### src/rtl/reset_sequencer.sv
// reset_sequencer: releases NUM_CH resets in order once a
// synchronised lock has been stable for HOLD_CYCLES cycles.
//
// Ports:
//   clk       : system clock
//   rst       : asynchronous active-high reset
//   lock      : qualifying input (async, 2-flop synchronised)
//   soft_rst  : synchronous restart request
//   delay_rst : active-high resets, bit i released i-th
//   seq_done  : high once every channel is released
//   seq_state : 0 WAIT_LOCK, 1 RELEASE, 2 DONE
module reset_sequencer #(
  parameter int NUM_CH       = 4,
  parameter int CNT_W        = 8,
  parameter int HOLD_CYCLES  = 16,
  parameter int STAGE_CYCLES = 16
) (
  input  logic              clk,
  input  logic              rst,
  input  logic              lock,
  input  logic              soft_rst,
  output logic [NUM_CH-1:0] delay_rst,
  output logic              seq_done,
  output logic [1:0]        seq_state
);

  localparam int IDX_W =
    (NUM_CH > 1) ? $clog2(NUM_CH) : 1;

  localparam logic [CNT_W-1:0] HOLD_END =
    CNT_W'(HOLD_CYCLES - 1);
  localparam logic [CNT_W-1:0] STAGE_END =
    CNT_W'(STAGE_CYCLES - 1);
  localparam logic [IDX_W-1:0] IDX_END =
    IDX_W'(NUM_CH - 1);

  typedef enum logic [1:0] {
    S_WAIT   = 2'd0,
    S_REL    = 2'd1,
    S_DONE   = 2'd2,
    S_UNUSED = 2'd3
  } state_t;

  state_t            r_state, w_state_nx;
  logic              r_sync1, r_lock_s;
  logic [CNT_W-1:0]  r_hold, w_hold_nx;
  logic [CNT_W-1:0]  r_stage, w_stage_nx;
  logic [IDX_W-1:0]  r_idx, w_idx_nx;
  logic [NUM_CH-1:0] r_rst, w_rst_nx;
  logic              r_done, w_done_nx;
  logic              w_restart;

  always_ff @(posedge clk or posedge rst) begin
    if (rst) begin
      r_sync1  <= 1'b0;
      r_lock_s <= 1'b0;
    end else begin
      r_sync1  <= lock;
      r_lock_s <= r_sync1;
    end
  end

  always_ff @(posedge clk or posedge rst) begin
    if (rst) begin
      r_state <= S_WAIT;
      r_hold  <= '0;
      r_stage <= '0;
      r_idx   <= '0;
      r_rst   <= '1;
      r_done  <= 1'b0;
    end else begin
      r_state <= w_state_nx;
      r_hold  <= w_hold_nx;
      r_stage <= w_stage_nx;
      r_idx   <= w_idx_nx;
      r_rst   <= w_rst_nx;
      r_done  <= w_done_nx;
    end
  end

  always_comb begin
    w_state_nx = r_state;
    w_hold_nx  = r_hold;
    w_stage_nx = r_stage;
    w_idx_nx   = r_idx;
    w_rst_nx   = r_rst;
    w_done_nx  = r_done;
    w_restart  = 1'b0;
    unique case (r_state)
      S_WAIT: begin
        w_rst_nx   = '1;
        w_done_nx  = 1'b0;
        w_stage_nx = '0;
        w_idx_nx   = '0;
        if (soft_rst || !r_lock_s) begin
          w_hold_nx = '0;
        end else if (r_hold == HOLD_END) begin
          w_state_nx = S_REL;
          w_hold_nx  = '0;
        end else begin
          w_hold_nx = r_hold + 1'b1;
        end
      end
      S_REL: begin
        if (soft_rst || !r_lock_s) begin
          w_restart = 1'b1;
        end else if (r_stage == STAGE_END) begin
          w_rst_nx   = r_rst &
            ~(NUM_CH'(1) << r_idx);
          w_stage_nx = '0;
          if (r_idx == IDX_END) begin
            w_state_nx = S_DONE;
            w_done_nx  = 1'b1;
            w_idx_nx   = '0;
          end else begin
            w_idx_nx = r_idx + 1'b1;
          end
        end else begin
          w_stage_nx = r_stage + 1'b1;
        end
      end
      S_DONE: begin
        if (soft_rst || !r_lock_s) begin
          w_restart = 1'b1;
        end
      end
      S_UNUSED: begin
        w_restart = 1'b1;
      end
    endcase
    // Restart overrides any release decided above
    if (w_restart) begin
      w_state_nx = S_WAIT;
      w_hold_nx  = '0;
      w_stage_nx = '0;
      w_idx_nx   = '0;
      w_rst_nx   = '1;
      w_done_nx  = 1'b0;
    end
  end

  assign delay_rst = r_rst;
  assign seq_done  = r_done;
  assign seq_state = r_state;

endmodule

### config.mk
export PLATFORM = sky130hd
export DESIGN_NAME = reset_sequencer
export DESIGN_NICKNAME = d
export VERILOG_FILES = /design/src/rtl/reset_sequencer.sv
export SDC_FILE = /design/constraint.sdc
export NUM_CORES = 1
export LEC_CHECK = 0
export ABC_CLOCK_PERIOD_IN_PS = 2200
export BUFFER_PORTS_ARGS = -buffer_cell sky130_fd_sc_hd__buf_2
export CORE_MARGIN = 1.5
export CORE_UTILIZATION = 50
export DETAILED_ROUTE_END_ITERATION = 7
export PLACE_DENSITY = 0.73
export SLEW_MARGIN = 10
export SYNTH_ARGS = -nofsm -noshare
export SYNTH_HDL_FRONTEND = slang
export SYNTH_SLANG_ARGS = --single-unit
### constraint.sdc
create_clock -name clk -period 2.2 [get_ports clk]
set_clock_uncertainty 0.2 [all_clocks]
set_input_delay 0.44 -clock clk [delete_from_list [all_inputs] [get_ports clk]]
set_output_delay 0.44 -clock clk [all_outputs]
set_load 0.1 [all_outputs]
Yosys cells after proc, flatten, opt, wreduce, memory -nomap -nowiden
Cells that the tools add are included.

word-level totals
  memories = 0
  bits in latches = 0
  flip-flop bits (word level) = 27
  memory bits (read-only) = 0
  RAM bits = 0
  output and inout port bits = 7
  input port bits = 4
  word-level logic and storage cells = 66

cells by class
  reduce and logical (&&, ||, !) cells = 10
  mux-type cells = 31
  bitwise logic cells = 2
  order comparisons = 0
  $mul = 0
  add/sub/neg operators = 3
  div/mod/pow operators = 0
  shift-type cells = 1
  equal/unequal tests = 11

operators with widths
  cell                                                                number
  8-bit two-way mux                                                   7
  2-bit two-way mux                                                   10
  8-bit by 1-bit adder with 8-bit output (second input constant)      2
  8-bit by 4-bit == test with 1-bit output (second input constant)    2
  8-bit case mux with 2 select lines                                  1
  3-bit inequality test (second input constant)                       5
  4-bit two-way mux                                                   3
  2-bit case mux with 2 select lines                                  2
  4-bit case mux with 2 select lines                                  1
  2-bit == test (second input constant)                               3
  6-bit AND reduction                                                 1
  1-bit two-way mux                                                   5
  4-bit AND                                                           1
  4-bit NOT                                                           1
  1-bit case mux with 2 select lines                                  2
  4-bit AND reduction                                                 1
  1-bit by 2-bit left shift with 4-bit output (first input constant)  1
  3-bit AND reduction                                                 1
  3-bit nonzero test                                                  1
  2-bit by 1-bit adder with 2-bit output (second input constant)      1
  2-bit by 1-bit == test with 1-bit output (second input constant)    1
  2-bit zero test                                                     1
  2-bit AND reduction                                                 1
  2-bit nonzero test                                                  1
  3 further kinds                                                     3

Depth between registers and ports, before layout
Gate-level depths: netlist of the first run.

  depth after elaboration = 7
  depth in mapped cells = 8
  mapped depth without buffers = 7

Least setup slack after synthesis of the first run
Ideal clock, no wire load.

  path type = register to register
  from = reg r_state[1] (netlist: seq_state[1])
  to = reg r_stage[7]
  setup time = 0.073 ns
  data arrival time = 2.527 ns
  data required time = 1.927 ns
  slack = -0.600 ns
  period minus slack after synthesis = 2.800 ns
  path buffers = 1
  cell stages (with the launch flop) = 8
  cell sequence = dfrtp_1 > inv_1 > ha_1 > and3_4 > clkbuf_2 > or2_4 > or4_4 > a21oi_2

on the way
  word-level cells in the longest chain between the ends = 5

ends and longest elaborated chain
  what                                                                       line  text
  start, declared                                                            44    state_t r_state, w_state_nx;
  start signal, assigned                                                     72    r_state <= w_state_nx;
  2-bit == test or 2-bit by 1-bit == test with 1-bit output (tied branches)  89    unique case (r_state)
  2-bit OR reduction (no line)                                               n/a
  1-bit case mux with 2 select lines                                         89
  3-bit inequality test (no line) or 3-bit nonzero test (tied branches)      n/a
  2-bit AND reduction (no line)                                              n/a
  end signal, assigned                                                       74    r_stage <= w_stage_nx;
  end, declared                                                              47    logic [CNT_W-1:0] r_stage, w_stage_nx;

Parallel ways exist; a longest one is shown, timed or not.
A chain may end at the register's enable or synchronous reset.

Worst setup path in the final report of the first run
Ends and elaborated chain as after synthesis.

==> results of run 1 <==
==> critical path, delay by kind of cell (launching register included) <==
kind	cells	cell delay, ns
AND/OR/NAND/NOR	3	0.99
flip-flops	1	0.52
AO/OA/AOI/OAI	2	0.20
adder cells (fa/ha/maj)	1	0.16
buffers and inverters	1	0.08
==> routing by layer <==
metal | vias to the layer above | GRT usage, % | wire [um]
li1 | 597 | - | -
met1 | 587 | 27.3 | 1440
met2 | 29 | 29.4 | 1370
met3 | 5 | 2.27 | 89
met4 | 0 | 8.97 | 60
met5 | - | 0 | 0
==> cells in the mapped netlist (3+ instances only) <==
cell type and instances:
sky130_fd_sc_hd__a21o_1 4, sky130_fd_sc_hd__and3_1 3, sky130_fd_sc_hd__nand2_1 14, sky130_fd_sc_hd__nor2_1 15, sky130_fd_sc_hd__nand3_1 8, sky130_fd_sc_hd__dfstp_2 4, sky130_fd_sc_hd__inv_1 8, sky130_fd_sc_hd__ha_1 9
sky130_fd_sc_hd__xnor2_1 4, sky130_fd_sc_hd__a31oi_1 4, sky130_fd_sc_hd__dfrtp_1 23, sky130_fd_sc_hd__a21oi_1 4, sky130_fd_sc_hd__o21ai_0 15
==> flip-flops by register name (all words and copies together), names as in the netlist <==
register	cells
seq_done	1
r_stage	8
r_lock_s	1
r_idx	2
r_sync1	1
seq_state	2
delay_rst	4
r_hold	8
==> final cells by class <==
type | count | area (um2)
flip-flops and latches | 27 | 688
repair buffers | 24 | 160
fillers | 229 | 1040
multi-input cells | 114 | 796
inverters | 8 | 35.0
well taps | 31 | 38.8
clock buffers | 4 | 26.3
==> cells by family after synthesis <==
family | share of synthesized area (%)
simple gates | 21.7
compound gates | 18.2
flops | 45.8
buf+inv | 3.11
fa+ha+maj | 7.57
xor+xnor | 2.94
mux | 0.757
==> per-stage QoR <==
step	std cells	setup TNS, ns	area, um2
2_1_floorplan	152	-0.0966	1540
3_3_place_gp	198	0	1660
3_5_place_dp	198	0	1660
4_1_cts	204	0	1710
5_1_grt	208	-0.0707	1740
6_report	208	-0.00618	1740
==> worst paths after layout <==
path                              start            to  cells after the start
max reg2reg                seq_state[1]    r_stage[7]                      7
min                             r_sync1      r_lock_s                      0
min reg2reg                     r_sync1      r_lock_s                      0
max in group asynchronous           rst  delay_rst[2]                      4
max                        seq_state[1]    r_stage[7]                      7
min in group asynchronous           rst     r_hold[1]                      4
==> power groups by stage <==
stage	clock, uW	sequential (uW)	combinational [uW]
after global routing	239	504	38.7
final	220	503	34.9
after floorplan	0	512	19.0
after global placement	0	512	27.9
after detailed placement	0	512	28.9
after CTS	222	503	30.6
==> timing repair <==
| action | CTS | global route |
|---|---|---|
| pin swaps | 0 | 1 |
| endpoints found under the setup margin | 1 | 6 |
| hold buffers | 1 | 1 |
| setup buffers | 1 | 3 |
| gates resized for setup | 0 | 1 |
| hold endpoints to repair | 23 | 1 |
==> impl_summary.log, run 1 <==
[metrics] result of the run: finished with violations
[metrics] violations in the final reports: setup timing
[metrics] Antenna diodes: 0
[metrics] most area-consuming cells after synthesis: sky130_fd_sc_hd__dfrtp_1 (39%), sky130_fd_sc_hd__ha_1 (7.6%), sky130_fd_sc_hd__dfstp_2 (7.1%)
[metrics] maximum number of pins on one net before global-route repair: 28
[metrics] final layout net count: approximately 190
[metrics] post-synthesis async set-or-reset flop share: between 90% and 100%
[metrics] commonest cells after routing, fill and taps aside: sky130_fd_sc_hd__dfrtp_1 (21), sky130_fd_sc_hd__nor2_1 (15), sky130_fd_sc_hd__o21ai_0 (15), sky130_fd_sc_hd__nand2_1 (14), sky130_fd_sc_hd__buf_4 (12)
[metrics] summed instance area of the synthesized netlist: 1490 um2
[metrics] global-route wire length before repair: between 4 and 5 mm
[metrics] CP Capture Type: flip-flop
[metrics] CTS H-tree lvls: 1
[metrics] CP startpoint kind: flip-flop
[metrics] WP data arrival: about 2.3 ns
[metrics] wire length reported by the detailed router: 2.96 mm
[metrics] sequential fraction of design power: roughly 66%
[metrics] worst hold slack: between 0.15 and 0.2 ns
[metrics] CTS tree: built
[metrics] Mapped Avg Cell Area: 9.79 um2
[metrics] count of final max-slew check failures: 0
[metrics] worst-case vdd ir drop: a little under 0.4 mV
[metrics] portion of synthesized cell area occupied by the leading cell type: around two fifths
[metrics] final period demand of the worst path: 2.21 ns
[metrics] number of violations of the max-capacitance limit: 0
[metrics] share of post-route cells with drive strength above 1: 27.7%
[metrics] leakage: 0.000768 uW
[metrics] post-synthesis sequential area ratio: ~46%
[metrics] Setup violations, final: 1
[metrics] part of the power in combinational logic: 4.6%
[metrics] WP data required: around 2.3 ns
[metrics] leading register cell type out of synthesis: sky130_fd_sc_hd__dfrtp_1
[metrics] CP Max Fanout: 7
[metrics] total CTS buffers: 3
[metrics] post-layout worst setup margin: -0.00618 ns
[metrics] GPL Wtd Cong: just over 0.8
[metrics] initial standard-cell utilization of the core: ~53%
[metrics] Cell Chain, Critical Path: inv_4 -> ha_4 -> and3b_2 -> a2111oi_4 -> or2_4 -> or4_4 -> a21oi_2
[metrics] CTS Root Buffer Type: sky130_fd_sc_hd__clkbuf_4
[metrics] number of core rows: 19
[metrics] post-placement worst setup slack: ~0.015 ns
[metrics] library cell with the largest summed area after synthesis: sky130_fd_sc_hd__dfrtp_1
[metrics] type of the worst setup path: flip-flop to flip-flop
[metrics] number of antenna violations at the first check in global routing: 0
[metrics] Slowest cell on crit path: sky130_fd_sc_hd__dfrtp_4
[metrics] slew at the pin closest to its max-slew limit: 0.498 ns
[metrics] flip-flop and latch count after synthesis: 27
[metrics] Synth cell types: 44
[metrics] vias in the first global route: between 1000 and 1500
[metrics] CTS clock-pin slew for the worst setup and hold paths: about 0.15 ns
[metrics] most common library cell in the layout ignoring fill and taps: sky130_fd_sc_hd__dfrtp_1
[metrics] die width: between 50 and 60 um
[metrics] half-perimeter wire length of the detailed placement result: about 2.1 mm
[metrics] via total after detailed routing: roughly 1200
[metrics] setup repair after global routing missed its margin: true
[metrics] cell internal power dissipation: between 500 and 600 uW
[metrics] number of instances in the synthesized netlist: between 150 and 200
[metrics] number of violations reported at the end of detailed-routing iteration 0: 45
[metrics] Worst R2R Setup Slack: -0.006 ns
[metrics] power spent charging and discharging nets: about 170 uW
[metrics] Synthesized Nets: around 170
[metrics] Final ANT Viol Nets: 0
[metrics] Power per Cell Area: roughly 430 nW/um2
[metrics] number of port buffers: 10
[metrics] final standard cell utilization of the core: between 60% and 70%
[metrics] GRT Resource Usage Total: about a fifth
[metrics] detailed-router iteration count before antenna repair: 4
[metrics] worst rel slew slack: about two thirds
[metrics] maximum single-stage delay on the critical path: roughly 0.52 ns
[metrics] Area growth syn-to-layout: 17.2%
[metrics] area enclosed by the die boundary: ~3300 um2
[metrics] count of final hold-check violations: 0
[metrics] Sinks on Clock Net: 27
[metrics] source-to-sink clock delay at the later pin of the worst-skew pair: about 0.33 ns
[metrics] I/O pin cnt: 11
[metrics] vias per std cell: 5.86
[metrics] Power, Total: approximately 760 uW
[metrics] Hold/Removal Path Class: flip-flop to flip-flop
[metrics] die height: ~58 um
[metrics] switching portion of total power: between 20 and 25%
[metrics] post-route clock period utilization: 100%
[metrics] synthesis warning total: 0
[metrics] max frequency: around 450 MHz
[metrics] wire per inst: about 14 um
[metrics] placeable core region: about 2800 um2
[metrics] gr ovfl total: 0
[metrics] DRC violation count after routing: 0
[metrics] clock network fraction of total power: between 20 and 30%
[metrics] number of synthesized flops with an enable pin: 0
[metrics] Bufs on Longest Clock Path: 2
Note: power is estimated with default switching activity, not from simulation.
==> run 2, diff against run 1 <==
--- a/config.mk
+++ b/config.mk
@@ -10,7 +10,7 @@
 export CORE_MARGIN = 1.5
 export CORE_UTILIZATION = 50
 export DETAILED_ROUTE_END_ITERATION = 7
-export PLACE_DENSITY = 0.73
+export PLACE_DENSITY = 0.71
 export SLEW_MARGIN = 10
 export SYNTH_ARGS = -nofsm -noshare
 export SYNTH_HDL_FRONTEND = slang
==> run 2 against run 1 <==
The flow now finishes without violations. Register-to-register slack gained 0.02 ns. First-iteration DRC count shrank 47%. Sequential cell count is the same. Cell area grew 1.1%. Setup slack gained 0.023 ns. Wire length shrank 4.5%. Hold slack lost 0.15 ns. Sequential share of layout area shrank 0.42 points. Power shrank 1.7%. Sequential power is essentially flat. Combinational power shrank 5.7%. Critical endpoint unchanged. Largest power group unchanged.
==> impl_summary.log, run 2 (same netlist as run 1, synthesis figures left out) <==
[metrics] result of the run: finished clean (was finished with violations)
[metrics] number of violations reported at the end of detailed-routing iteration 0: 24 (was 45)
[metrics] Post-Route Setup TNS: 0 ns (was -0.00618 ns)
[metrics] leakage: 0.000782 uW (was 0.000768 uW)
[metrics] Area growth syn-to-layout: 18.5% (was 17.2%)
[metrics] number of core rows: 19 (unchanged)
[metrics] post-placement worst setup slack: 0.0242 ns (was 0.0153 ns)
[metrics] number of antenna violations at the first check in global routing: 0 (unchanged)
[metrics] most common library cell in the layout ignoring fill and taps: sky130_fd_sc_hd__dfrtp_1 (unchanged)
[metrics] number of port buffers: 10 (unchanged)
[metrics] final period demand of the worst path: 2.18 ns (was 2.21 ns)
[metrics] Sinks on Clock Net: 27 (unchanged)
[metrics] Final ANT Viol Nets: 0 (unchanged)
[metrics] CP startpoint kind: flip-flop (unchanged)
[metrics] GRT Resource Usage Total: 19.4% (was 19.2%)
[metrics] final layout net count: 193 (was 191)
[metrics] Setup violations, final: 0 (was 1)
[metrics] CP Capture Type: flip-flop (unchanged)
[metrics] post-placement cell count: 200 (was 198)
[metrics] setup repair after global routing missed its margin: true (unchanged)
[metrics] placeable core region: 2780 um2 (unchanged)
[metrics] post-route clock period utilization: 99.2% (was 100%)
[metrics] gr ovfl total: 0 (unchanged)
[metrics] wire per inst: 13.5 um (was 14.2 um)
[metrics] post-layout worst setup margin: 0.0170 ns (was -0.00618 ns)
[metrics] worst rel slew slack: 67.7% (was 67.1%)
[metrics] I/O pin cnt: 11 (unchanged)
[metrics] DRC violation count after routing: 0 (unchanged)
[metrics] number of violations of the max-capacitance limit: 0 (unchanged)
[metrics] share of post-route cells with drive strength above 1: 29.1% (was 27.7%)
[metrics] CTS tree: built (unchanged)
[metrics] Hold/Removal Path Class: input port to flip-flop (was flip-flop to flip-flop)
[metrics] source-to-sink clock delay at the later pin of the worst-skew pair: 0.32 ns (was 0.33 ns)
[metrics] Bufs on Longest Clock Path: 2 (unchanged)
[metrics] Antenna diodes: 0 (unchanged)
[metrics] total CTS buffers: 3 (unchanged)
[metrics] area enclosed by the die boundary: 3310 um2 (unchanged)
[metrics] max frequency: 458 MHz (was 453 MHz)
[metrics] die height: 57.5 um (unchanged)
[metrics] vias in the first global route: 1198 (was 1109)
[metrics] half-perimeter wire length of the detailed placement result: 2.08 mm (was 2.06 mm)
[metrics] Power per Cell Area: 423 nW/um2 (was 435 nW/um2)
[metrics] count of final hold-check violations: 0 (unchanged)
[metrics] slew at the pin closest to its max-slew limit: 0.488 ns (was 0.498 ns)
[metrics] WP data arrival: 2.25 ns (was 2.28 ns)
[metrics] filler instances: 233 (was 229)
[metrics] commonest cells after routing, fill and taps aside: sky130_fd_sc_hd__dfrtp_1 (21), sky130_fd_sc_hd__nor2_1 (15), sky130_fd_sc_hd__o21ai_0 (15), sky130_fd_sc_hd__buf_4 (15), sky130_fd_sc_hd__nand2_1 (14) (was sky130_fd_sc_hd__dfrtp_1 (21), sky130_fd_sc_hd__nor2_1 (15), sky130_fd_sc_hd__o21ai_0 (15), sky130_fd_sc_hd__nand2_1 (14), sky130_fd_sc_hd__buf_4 (12))
[metrics] worst hold slack: 0.0126 ns (was 0.167 ns)
[metrics] detailed-router iteration count before antenna repair: 5 (was 4)
[metrics] CTS H-tree lvls: 1 (unchanged)
[metrics] CP Max Fanout: 6 (was 7)
[metrics] worst-case vdd ir drop: 0.374 mV (was 0.385 mV)
[metrics] via total after detailed routing: 1214 (was 1218)
[metrics] count of final max-slew check failures: 0 (unchanged)
[metrics] die width: 57.5 um (unchanged)
[metrics] CTS clock-pin slew for the worst setup and hold paths: 0.13 ns (was 0.15 ns)
[metrics] CTS Root Buffer Type: sky130_fd_sc_hd__clkbuf_4 (unchanged)
[metrics] maximum number of pins on one net before global-route repair: 28 (unchanged)
[metrics] initial standard-cell utilization of the core: 53.5% (unchanged)
[metrics] wire length reported by the detailed router: 2.83 mm (was 2.96 mm)
[metrics] final non-filler cell total: 210 (was 208)
[metrics] vias per std cell: 5.78 (was 5.86)
[metrics] WP data required: 2.26 ns (was 2.27 ns)
[metrics] GPL Wtd Cong: 0.824 (was 0.805)
[metrics] global-route wire length before repair: 5.08 mm (was 4.93 mm)
[metrics] type of the worst setup path: flip-flop to flip-flop (unchanged)
==> run 2: cell count changes in the layout (fill, tap and decap cells not counted) <==
cell                            change
sky130_fd_sc_hd__o31ai_2            -1
sky130_fd_sc_hd__buf_4              +3
sky130_fd_sc_hd__o22ai_4            +1
sky130_fd_sc_hd__o31ai_1            +1
sky130_fd_sc_hd__a21oi_2            +1
sky130_fd_sc_hd__dlygate4sd3_1      -1
sky130_fd_sc_hd__a21oi_1            -1
sky130_fd_sc_hd__o22ai_2            -1
==> run 2: routing by layer <==
| metal | up-vias | routed length (um) | global-route usage (%) |
|---|---|---|---|
| li1 | 598 | - | - |
| met1 | 591 | 1360 | 26.0 |
| met2 | 20 | 1360 | 33.1 |
| met3 | 5 | 72 | 2.04 |
| met4 | 0 | 40 | 5.98 |
| met5 | - | 0 | 0 |
==> run 2: timing repair <==
| action | in CTS | in global routing |
|---|---|---|
| pin swaps | 0 | 5 |
| setup endpoints to repair | 1 | 8 |
| hold buffers | 1 | 0 |
| gates resized for setup | 0 | 2 |
| gates cloned | 0 | 0 |
| endpoints found under the hold margin | 23 | 0 |
| buffers inserted | 1 | 4 |
==> run 2: path summary, 6_finish.rpt <==
| check | slack (ns) | endpoint | from | depth (start not counted) |
|---|---|---|---|---|
| max in group asynchronous | 0.99 | delay_rst[2] | rst | 4 |
| max reg2reg | 0.02 | r_stage[7] | seq_state[1] | 7 |
| min | 0.01 | r_sync1 | lock | 1 |
| min in group asynchronous | 0.51 | r_hold[0] | rst | 4 |
| min reg2reg | 0.17 | r_lock_s | r_sync1 | 0 |
| max | 0.02 | r_stage[7] | seq_state[1] | 7 |
==> run 2: power breakdown <==
| group | switching, uW | leakage [uW] | total (uW) | internal [uW] |
|---|---|---|---|---|
| clock network | 139 | 0.0000150 | 210 | 71.0 |
| registers | 2.68 | 0.000354 | 503 | 500 |
| logic | 20.7 | 0.000413 | 32.9 | 12.2 |
==> run 2: cell type report <==
type | instances | area (um2) | share of cell area, %
Sequential cell | 27 | 688 | 39.0
Clock buffer | 4 | 26.3 | 1.49
Timing Repair Buffer | 26 | 173 | 9.79
Tap cell | 31 | 38.8 | 2.20
Multi-Input combinational cell | 114 | 802 | 45.5
Inverter | 8 | 35.0 | 1.99
==> run 2: stage by stage <==
step	cell area [um2]	total power, uW	utilization [%]
detailed placement	1680	541	60.3
floorplan	1540	531	-
CTS	1720	750	61.9
global route	1760	775	63.4
finish	1760	746	63.4
global placement	1680	540	60.3
==> run 2: worst max-delay path: stages, from the launching register on <==
cell and delay [ns]:
sky130_fd_sc_hd__dfrtp_4 0.51, sky130_fd_sc_hd__inv_4 0.08, sky130_fd_sc_hd__ha_4 0.15, sky130_fd_sc_hd__and3b_2 0.22, sky130_fd_sc_hd__a2111oi_4 0.07, sky130_fd_sc_hd__or2_4 0.28, sky130_fd_sc_hd__or4_4 0.48, sky130_fd_sc_hd__a21oi_2 0.14
